[config.mk]
export PLATFORM = sky130hd
export DESIGN_NAME = light_row
export DESIGN_NICKNAME = d
export VERILOG_FILES = /design/src/rtl/light_row.sv
export SDC_FILE = /design/constraint.sdc
export NUM_CORES = 1
export LEC_CHECK = 0
export ABC_AREA = 0
export CAP_MARGIN = 25
export CORE_MARGIN = 5
export CORE_UTILIZATION = 50
export DETAILED_ROUTE_END_ITERATION = 7
export GPL_TIMING_DRIVEN = 0
export PLACE_DENSITY = 0.81
export SETUP_SLACK_MARGIN = 0.2
export SLEW_MARGIN = 25
export SYNTH_ARGS = -nofsm -noshare
export SYNTH_HDL_FRONTEND = slang
export SYNTH_SLANG_ARGS = --single-unit
[constraint.sdc]
create_clock -name clk -period 3.6 [get_ports clk]
set_input_delay 0.72 -clock clk [delete_from_list [all_inputs] [get_ports clk]]
set_output_delay 0.72 -clock clk [all_outputs]
set_load 0.005 [all_outputs]
[src/rtl/light_row.sv]
// light_row: a row of N lights with one lit position that two players push
// left (L key) or right (R key). Running off an end wins the round unless
// WRAP is set, in which case the light wraps to the opposite end.
module light_row #(
  parameter int N    = 9,
  parameter int WRAP = 0,
  parameter int SW   = 3
) (
  input  logic          clk,
  input  logic          reset,
  input  logic          res,
  input  logic          L,
  input  logic          R,
  output logic [N-1:0]  lights,
  output logic [1:0]    winner,
  output logic [SW-1:0] scoreL,
  output logic [SW-1:0] scoreR
);

  localparam int PW = $clog2(N);
  localparam logic [PW-1:0] CENTRE = PW'((N - 1) / 2);
  localparam logic [PW-1:0] LEFT_END = PW'(N - 1);
  localparam logic [SW-1:0] SCORE_MAX = {SW{1'b1}};

  typedef enum logic [1:0] {
    PLAY  = 2'b00,
    WIN_L = 2'b01,
    WIN_R = 2'b10
  } state_t;

  state_t        state, state_nxt;
  logic [PW-1:0] pos, pos_nxt;
  logic [SW-1:0] score_l_nxt, score_r_nxt;
  logic          l_q, r_q;
  logic          press_l, press_r;

  // Key history resets high so a key already held at release is not a press.
  always_ff @(posedge clk or posedge reset) begin
    if (reset) begin
      l_q <= 1'b1;
      r_q <= 1'b1;
    end else begin
      l_q <= L;
      r_q <= R;
    end
  end

  assign press_l = L & ~l_q;
  assign press_r = R & ~r_q;

  // Round state, light position and scores.
  always_ff @(posedge clk or posedge reset) begin
    if (reset) begin
      state  <= PLAY;
      pos    <= CENTRE;
      scoreL <= '0;
      scoreR <= '0;
    end else begin
      state  <= state_nxt;
      pos    <= pos_nxt;
      scoreL <= score_l_nxt;
      scoreR <= score_r_nxt;
    end
  end

  // Next state: restart beats everything; only a lone press moves the light.
  always_comb begin
    state_nxt   = state;
    pos_nxt     = pos;
    score_l_nxt = scoreL;
    score_r_nxt = scoreR;
    if (res) begin
      state_nxt = PLAY;
      pos_nxt   = CENTRE;
    end else if (state == PLAY) begin
      if (press_l && !press_r) begin
        if (pos != LEFT_END) begin
          pos_nxt = pos + PW'(1);
        end else if (WRAP != 0) begin
          pos_nxt = '0;
        end else begin
          state_nxt = WIN_L;
          if (scoreL != SCORE_MAX) score_l_nxt = scoreL + SW'(1);
        end
      end else if (press_r && !press_l) begin
        if (pos != '0) begin
          pos_nxt = pos - PW'(1);
        end else if (WRAP != 0) begin
          pos_nxt = LEFT_END;
        end else begin
          state_nxt = WIN_R;
          if (scoreR != SCORE_MAX) score_r_nxt = scoreR + SW'(1);
        end
      end
    end
  end

  // Outputs decode only registered state, never the key or restart inputs.
  always_comb begin
    lights = '0;
    winner = 2'b00;
    case (state)
      PLAY:    lights = N'(1) << pos;
      WIN_L:   winner = 2'b01;
      WIN_R:   winner = 2'b10;
      default: winner = 2'b00;
    endcase
  end

endmodule

==> results.yml, run 1 <==
timing:
  slew_headroom_pct: 64.2
  slew_violations: 0
  max_clock_freq_ghz: 0.373
  final-setup-viol-count: 0
  fin_crit_sh_pct: 74.4
  grt_setup_unrepaired: "no"
  timing.setup.tns_ns: 0
  final.min_clock_period_ns: 2.68
  timing_hold_violations_final: 0
  fin_skew_ns: 0.000919
  worst_slew_pin_slew_ns: 0.536
logic_synthesis:
  ys_seq_area_share_pct: 41.1
  syn_area_sq_um: 862
  ys_types: 30
  syn_avg_cell_area_sq_um: 9.80
  synth_largest_type_area_fraction_pct: 31.9
  synth_fp_nets: 99
  ys_seq_elements: 14
  synth_cells: 88
  synth_largest_area_cell: "sky130_fd_sc_hd__dfrtp_1"
  yosys_warnings: 0
  synth.area.top_cells: "sky130_fd_sc_hd__dfrtp_1, sky130_fd_sc_hd__dfstp_2, sky130_fd_sc_hd__ha_1, sky130_fd_sc_hd__mux2_2, sky130_fd_sc_hd__nor2_1"
pwr:
  clkPwrFrac_pct: 24.5
  p_per_cell_area_nw_per_um2: 415
  switching_share_pct: 30.6
  power_report.internal_total_uw: 323
  leakagePower_uw: 0.000491
  switching_power_uw: 142
  power.share.sequential_pct: 42.9
  power_frac_comb_pct: 32.6
  ir_worst_vdd_uv: 400
floorplan:
  floorplan.core_area_sq_um: 1690
  die_w_um: 51.5
  floorplan.initialDensity_pct: 51.0
  floorplan.rows: 15
  dieArea_sq_um: 2650
  ios: 22
  fp.dieH_um: 51.5
layout:
  drive_gt1_share_pct: 16.1
  layout.nets: 124
  antennaDiodeCount: 0
  mostFrequentLayoutCells: "sky130_fd_sc_hd__clkdlybuf4s50_1, sky130_fd_sc_hd__nor2_1, sky130_fd_sc_hd__dfrtp_1, sky130_fd_sc_hd__ha_1"
  areaGrowthSynthToFinish_pct: 29.9
  final_instance_area_sq_um: 1120
  final_common_cell: "sky130_fd_sc_hd__clkdlybuf4s50_1"
worst_setup_path:
  crit_path_end_kind: "register"
  timing.critical_path.arrival_ns: 2.85
  required_ns: 3.77
  timing.critical_path.fanout_max: 5
  crit_type: "input pin to register"
  setup.worst_path.start_class: "input pin"
clock_tree:
  cts_made_buffers: 3
  cts_hold_repair.buffers: 0
  worst_setup_hold_path_clk_slew_ns: 0.09
  cts_tree: "built"
  post_cts_resize_count: 0
  cts_buffer_depth: 2
  htreeDepth: 1
  cts_root_buf: "sky130_fd_sc_hd__clkbuf_4"
  clock_sinks: 14
  postCtsSetupRepairBufs: 0
  clk-insertion-delay-late_ns: 0.28
place:
  routabilityCongestion: 0.759
  dpl-instance-area_sq_um: 1080
  detailed_place_hpwl_um: 1370
  io_buffer_count: 20
routing:
  drt_pass1_iterations: 6
  routedLengthMet1_um: 712
  drt-initial-drc-count: 15
  viasPerCell: 5.71
  wirelength_um: 1780
  route.vias.total: 737
  topRoutingLayerUsed: "met4"
  dr_wl_met2_um: 885
  avgRoutedWirePerCell_um: 13.8
  remaining_design_rule_violation_count: 0
  detail-route-antenna-nets: 0
  met3_length_um: 146
global_routing:
  grt_pass1_wl_um: 3110
  antenna_found_initial: 0
  globalRoute.totalOverflow: 0
  grt_pass1_vias: 702
  grtUsageTotal_pct: 15.8
  grt_start_max_net_pins: 15
job:
  max-cap-violations: 0
worst_hold_path:
  timing.hold.worst.class: "register to register"
run_status:
  status: "completed"
==> cell usage after synthesis <==
cell and count:
sky130_fd_sc_hd__nor3_4 1, sky130_fd_sc_hd__and3_4 1, sky130_fd_sc_hd__clkbuf_1 1, sky130_fd_sc_hd__nor3_1 2, sky130_fd_sc_hd__o21ai_0 3, sky130_fd_sc_hd__buf_6 1
sky130_fd_sc_hd__xor2_1 2, sky130_fd_sc_hd__inv_1 3, sky130_fd_sc_hd__nand3b_1 1, sky130_fd_sc_hd__nand2b_1 3, sky130_fd_sc_hd__nor2_2 1, sky130_fd_sc_hd__dfrtp_1 11
sky130_fd_sc_hd__o21ai_1 1, sky130_fd_sc_hd__nor2b_1 4, sky130_fd_sc_hd__nor2_1 14, sky130_fd_sc_hd__nor3_2 1, sky130_fd_sc_hd__xnor2_1 2, sky130_fd_sc_hd__or2b_1 1
sky130_fd_sc_hd__a31oi_1 2, sky130_fd_sc_hd__nand4_1 1, sky130_fd_sc_hd__dfstp_2 3, sky130_fd_sc_hd__nor4b_4 1, sky130_fd_sc_hd__o21a_1 2, sky130_fd_sc_hd__nand2_1 5
sky130_fd_sc_hd__ha_1 6, sky130_fd_sc_hd__mux2_2 5, sky130_fd_sc_hd__nand3_1 3, sky130_fd_sc_hd__a21oi_1 5, sky130_fd_sc_hd__buf_1 1, sky130_fd_sc_hd__a311o_1 1
==> kinds of logic (layout without fill, tap and decap cells) <==
kind of cell | after synthesis | count (layout) | share of synthesized area, %
adders and majority gates | 6 | 6 | 8.71
DFF | 14 | 14 | 41.1
xor gates and xnor gates | 4 | 4 | 4.06
AOI/OAI and AO/OA | 14 | 14 | 9.58
muxes | 5 | 5 | 6.53
and+or+nand+nor | 39 | 39 | 26.6
buffers and inverters | 6 | 30 | 3.48
==> layer usage <==
metal / vias to the layer above / global-route usage [%]
li1: 352 / -
met1: 340 / 18.2
met2: 38 / 28.0
met3: 7 / 3.44
met4: 0 / 6.55
met5: - / 0
==> critical path, stage by stage <==
cell and delay, ns:
sky130_fd_sc_hd__clkdlybuf4s50_1 0.43, sky130_fd_sc_hd__nor2b_1 0.17, sky130_fd_sc_hd__nor2_2 0.18, sky130_fd_sc_hd__inv_1 0.14, sky130_fd_sc_hd__ha_1 0.35, sky130_fd_sc_hd__a311o_1 0.37, sky130_fd_sc_hd__nand4_1 0.13, sky130_fd_sc_hd__mux2_2 0.36
==> power groups by stage <==
| stage | clock network, uW | registers, uW | logic (uW) |
|---|---|---|---|
| 2_1_floorplan | 0 | 200 | 82.7 |
| 3_3_place_gp | 0 | 201 | 144 |
| 3_5_place_dp | 0 | 203 | 151 |
| 4_1_cts | 116 | 200 | 153 |
| 5_1_grt | 126 | 204 | 170 |
| 6_report | 114 | 199 | 151 |
==> metrics by stage <==
stage                     instances  power, uW  setup slack [ns]  utilization, %  hold WS, ns
after floorplan                  88        283              1.27               -        0.490
after global placement          125        345             0.709            64.1        0.491
after detailed placement        125        354             0.658            64.1        0.500
after CTS                       129        469             0.930            66.3        0.521
after global routing            129        500             0.817            66.3        0.557
final                           129        465             0.921            66.3        0.514
==> area by class of cell <==
| cell class | count | area, sq um |
|---|---|---|
| tap | 17 | 21.3 |
| fill | 149 | 569 |
| sequential | 14 | 354 |
| buffer | 3 | 18.8 |
| inverter | 3 | 11.3 |
| clock buffer | 4 | 36.3 |
| timing repair buffer | 20 | 200 |
| multi-input combinational | 68 | 478 |
==> worst paths after layout <==
path	depth (start not counted)	end	start	slack (ns)
hold / removal	1	scoreR[0]	scoreR[0]	0.51
setup reg to reg	7	pos[3]	r_q	1.37
max in group asynchronous	2	r_q	reset	2.47
hold reg to reg	1	scoreR[0]	scoreR[0]	0.51
setup / recovery	8	pos[3]	R	0.92
min in group asynchronous	2	pos[1]	reset	0.77
==> state kept, by name, indices dropped and copies added, names as in the netlist <==
signal and cells:
l_q 1, state 2, pos 4, scoreR 3, scoreL 3, r_q 1
(Power assumes the default switching activity.)
==> run 2, diff against run 1 <==
CORE_UTILIZATION = 42   (was 50)
PLACE_DENSITY = 0.73   (was 0.81)
clock period = 2.3 ns   (was 3.6 ns; I/O delays follow)
==> results.yml, run 2 (synthesis gave the netlist of run 1 again) <==
layout:
  layout.nets: 138
  multi_input_logic_area_sq_um: 526
  nFillCells: 183
  seqCellArea_sq_um: 354
  areaGrowthSynthToFinish_pct: 50.1
  reg.largest.list: "pos: 4 flops, scoreL: 3 flops, scoreR: 3 flops"
  regMostFlops: "pos"
  mostFrequentLayoutCells: "sky130_fd_sc_hd__buf_4, sky130_fd_sc_hd__nor2_1, sky130_fd_sc_hd__dfrtp_1, sky130_fd_sc_hd__clkdlybuf4s50_1, sky130_fd_sc_hd__dlygate4sd2_1"
  antennaDiodeCount: 0
  largest_reg_flops: 4
  drive_gt1_share_pct: 32.5
  final_common_cell: "sky130_fd_sc_hd__buf_4"
clock_tree:
  clock_sinks: 14
  cts_root_buf: "sky130_fd_sc_hd__clkbuf_4"
  worst_setup_hold_path_clk_slew_ns: 0.09
  cts_made_buffers: 3
  cts_buffer_depth: 2
  cts_hold_repair.buffers: 0
  htreeDepth: 1
  clk-insertion-delay-late_ns: 0.28
  cts_tree: "built"
worst_setup_path:
  timing.critical_path.arrival_ns: 1.55
  setup.worst_path.start_class: "register"
  crit_type: "register to output pin"
  timing.critical_path.fanout_max: 10
  required_ns: 1.84
  crit_path_end_kind: "output pin"
pwr:
  p_per_cell_area_nw_per_um2: 596
  ir_worst_vdd_uv: 566
  totalPowerFinal_uw: 771
  power_frac_comb_pct: 36.6
  switching_share_pct: 30.6
  leakagePower_uw: 0.000647
  clkPwrFrac_pct: 22.8
  switching_power_uw: 236
  power.share.sequential_pct: 40.5
  power_report.internal_total_uw: 535
timing:
  timing.setup.tns_ns: 0
  grt_setup_unrepaired: "no"
  slew_violations: 0
  slew_headroom_pct: 64.5
  final.min_clock_period_ns: 2.01
  fin_crit_sh_pct: 87.5
  fin_skew_ns: 0.00750
  final-setup-viol-count: 0
  timing_hold_violations_final: 0
  worst_slew_pin_slew_ns: 0.532
  max_clock_freq_ghz: 0.497
global_routing:
  antenna_found_initial: 0
  grt_pass1_vias: 814
  globalRoute.totalOverflow: 0
  grt_pass1_wl_um: 3530
  grt_start_max_net_pins: 15
  grtUsageTotal_pct: 14.1
routing:
  viasPerCell: 5.06
  avgRoutedWirePerCell_um: 13.7
  wirelength_um: 2090
  drt-initial-drc-count: 7
  drt_pass1_iterations: 4
  detail-route-antenna-nets: 0
  route.vias.total: 774
  remaining_design_rule_violation_count: 0
place:
  io_buffer_count: 20
  detailed_place_hpwl_um: 1400
  routabilityCongestion: 0.861
run_status:
  status: "completed"
floorplan:
  dieArea_sq_um: 3060
  die_w_um: 55.3
  ios: 22
  fp.dieH_um: 55.3
  floorplan.initialDensity_pct: 43.9
  floorplan.rows: 16
  floorplan.core_area_sq_um: 1960
job:
  max-cap-violations: 0
worst_hold_path:
  timing.hold.worst.class: "input pin to register"
==> run 2: changes by cell type in the layout (fill, tap and decap cells not counted), moves of 2 or more <==
cell and change:
sky130_fd_sc_hd__nor2_1 -2, sky130_fd_sc_hd__dlymetal6s2s_1 +3, sky130_fd_sc_hd__buf_4 +14, sky130_fd_sc_hd__nor2_4 +2, sky130_fd_sc_hd__clkdlybuf4s50_1 -10, sky130_fd_sc_hd__dlygate4sd2_1 +7
==> run 2: area by class of cell <==
class                      count  share of cell area (%)
sequential                    14                    27.4
clock buffer                   4                    2.80
multi-input combinational     68                    40.6
timing repair buffer          34                    23.5
tap                           27                    2.61
buffer                         3                    2.03
inverter                       3                    1.06
==> run 2: final timing paths <==
| kind | depth (start not counted) | slack, ns | from | to |
|---|---|---|---|---|
| worst max-delay path | 4 | 0.29 | pos[1] | lights[3] |
| worst min-delay path | 1 | 0.43 | L | l_q |
| worst max register to register | 7 | 0.37 | l_q | pos[3] |
| worst min register to register | 1 | 0.51 | scoreL[0] | scoreL[0] |
| max in group asynchronous | 2 | 1.43 | reset | pos[2] |
| min in group asynchronous | 2 | 0.51 | reset | pos[3] |
==> run 2: timing repair <==
action,CTS,global route
hold endpoints to repair,0,0
setup buffers,12,2
gates resized for setup,20,5
endpoints found under the setup margin,10,4
pin swaps,4,1
==> run 2: critical path: stages, from the launching register on <==
cell	delay, ns
sky130_fd_sc_hd__dfrtp_1	0.43
sky130_fd_sc_hd__buf_6	0.17
sky130_fd_sc_hd__nand2_1	0.07
sky130_fd_sc_hd__nor2_1	0.10
sky130_fd_sc_hd__clkdlybuf4s50_1	0.51
==> run 2: per-layer routing <==
layer / wire, um / GRT usage, %
met1: 793 / 15.3
met2: 1150 / 24.5
met3: 131 / 4.43
met4: 17 / 7.29
met5: 0 / 0
==> run 2: stage by stage <==
stage / worst slack [ns] / hold WS (ns) / cells / util, % / instance area, sq um
after floorplan: 0.228 / 0.347 / 88 / - / 862
after global placement: -0.338 / 0.495 / 135 / 55.9 / 1100
after detailed placement: -0.373 / 0.495 / 135 / 55.9 / 1100
after CTS: 0.169 / 0.426 / 151 / 64.5 / 1260
after global routing: 0.189 / 0.424 / 153 / 65.9 / 1290
final: 0.288 / 0.432 / 153 / 65.9 / 1290
==> run 2: power groups by stage <==
stage	sequential, uW	combinational, uW	clock (uW)
floorplan	313	129	0
global placement	315	226	0
detailed placement	317	234	0
CTS	312	272	180
global route	317	311	199
finish	312	282	176
==> run 3, diff against run 2 <==
CTS_BUF_LIST = sky130_fd_sc_hd__clkbuf_16   (was not set)
REMOVE_ABC_BUFFERS = 1   (was not set)
==> results.yml, run 3 (synthesis gave the netlist of run 1 again) <==
run_status:
  status: "completed"
layout:
  antennaDiodeCount: 0
  nFillCells: 169
  mostFrequentLayoutCells: "sky130_fd_sc_hd__clkdlybuf4s50_1, sky130_fd_sc_hd__nor2_1, sky130_fd_sc_hd__dfrtp_1, sky130_fd_sc_hd__buf_4"
  drive_gt1_share_pct: 28.6
  final_common_cell: "sky130_fd_sc_hd__clkdlybuf4s50_1"
  largest_reg_flops: 4
  layout.nets: 131
  regMostFlops: "pos"
  final_instance_area_sq_um: 1290
  reg.largest.list: "pos: 4 flops, scoreL: 3 flops, scoreR: 3 flops"
  areaGrowthSynthToFinish_pct: 49.3
pwr:
  p_per_cell_area_nw_per_um2: 709
  leakagePower_uw: 0.000625
  totalPowerFinal_uw: 913
  ir_worst_vdd_uv: 504
timing:
  max_clock_freq_ghz: 0.490
  hold_slack_ns: 0.486
  slew_violations: 0
  slew_headroom_pct: 65.0
  final.min_clock_period_ns: 2.04
  fin_skew_ns: 0.00376
  final-setup-viol-count: 0
  grt_setup_unrepaired: "yes"
  final_critical_path_setup_slack_ns: 0.258
  timing_hold_violations_final: 0
  fin_crit_sh_pct: 88.8
  worst_slew_pin_slew_ns: 0.524
worst_setup_path:
  crit_path_end_kind: "output pin"
  required_ns: 1.84
  crit_type: "register to output pin"
  reg2reg_setup_slack_ns: 0.34
  timing.critical_path.arrival_ns: 1.58
  timing.critical_path.fanout_max: 4
  reg2reg_from: "l_q"
  timing.rr.end: "pos[3]"
  r2r.worst_path.cells: 7
  setup.worst_path.start_class: "register"
floorplan:
  fp.dieH_um: 55.3
  die_w_um: 55.3
  floorplan.initialDensity_pct: 43.9
  dieArea_sq_um: 3060
  ios: 22
  floorplan.core_area_sq_um: 1960
  floorplan.rows: 16
routing:
  wirelength_um: 2020
  drt_pass1_iterations: 4
  remaining_design_rule_violation_count: 0
  detail-route-antenna-nets: 0
  drt-initial-drc-count: 14
  viasPerCell: 5.00
  route.vias.total: 730
  avgRoutedWirePerCell_um: 13.8
global_routing:
  grt_pass1_vias: 807
  globalRoute.totalOverflow: 0
  grt_pass1_wl_um: 3550
  antenna_found_initial: 0
  grt_start_max_net_pins: 15
  grtUsageTotal_pct: 14.2
place:
  routabilityCongestion: 0.861
  detailedPlace.worstSlack_ns: -0.387
  detailed_place_hpwl_um: 1370
  dpl-instance-area_sq_um: 1090
  io_buffer_count: 21
clock_tree:
  htreeDepth: 1
  cts_made_buffers: 3
  worst_setup_hold_path_clk_slew_ns: 0.05
  cts_tree: "built"
  cts_root_buf: "sky130_fd_sc_hd__clkbuf_16"
  cts_buffer_depth: 2
  clock_sinks: 14
  clk-insertion-delay-late_ns: 0.24
worst_hold_path:
  min_path_cells: 1
  hold-path-endpoint: "l_q"
  timing.hold.worst.class: "input pin to register"
  hold_path_startpoint: "L"
job:
  max-cap-violations: 0
==> run 3: layer usage <==
layer / up-vias / track usage [%] / share of wire [%]
li1: 366 / - / -
met1: 334 / 16.6 / 41
met2: 27 / 23.0 / 51
met3: 3 / 4.90 / 6.4
met4: 0 / 6.94 / 1.5
met5: - / 0 / 0
==> run 3: how the worst max path moves through the flow <==
stage,startpoint,endpoint,slack [ns],cells after the start
floorplan,R,pos[3],0.23,7
global placement,R,pos[3],-0.34,8
detailed placement,R,pos[3],-0.39,8
CTS,state[0],lights[8],0.20,4
global route,state[1],lights[4],0.15,4
finish,pos[2],lights[4],0.26,3
==> run 3: what timing repair did <==
action / in CTS / in global routing
pin swaps: 4 / 1
resized for setup: 15 / 4
setup buffers: 8 / 1
setup endpoints to repair: 10 / 5
hold buffers: 0 / 0
==> run 3: worst max-delay path, cell delays in order, from the launching register on <==
cell                              delay (ns)
sky130_fd_sc_hd__dfstp_2                0.58
sky130_fd_sc_hd__nand3_2                0.13
sky130_fd_sc_hd__nor3_2                 0.11
sky130_fd_sc_hd__clkdlybuf4s50_1        0.51
==> run 3: cell type report <==
class | instances | area [sq um] | area share, %
multi-input combinational | 68 | 523 | 40.6
sequential | 14 | 357 | 27.7
timing repair buffer | 30 | 282 | 21.9
clock buffer | 3 | 75.1 | 5.83
tap | 27 | 33.8 | 2.62
inverter | 3 | 13.8 | 1.07
clock inverter | 1 | 3.75 | 0.292
==> run 3: power breakdown <==
| part | total (uW) | internal [uW] | switching [uW] |
|---|---|---|---|
| clock | 325 | 229 | 96.0 |
| sequential | 318 | 283 | 35.6 |
| combinational | 269 | 152 | 117 |
| total | 913 | 664 | 248 |
==> run 3: metrics by stage <==
| stage | instances | TNS [ns] | utilization [%] |
|---|---|---|---|
| after global placement | 133 | -0.339 | 55.4 |
| final | 146 | 0 | 65.6 |
| after detailed placement | 133 | -0.387 | 55.4 |
| after global routing | 146 | 0 | 65.6 |
| after CTS | 145 | 0 | 64.6 |
| after floorplan | 85 | 0 | - |
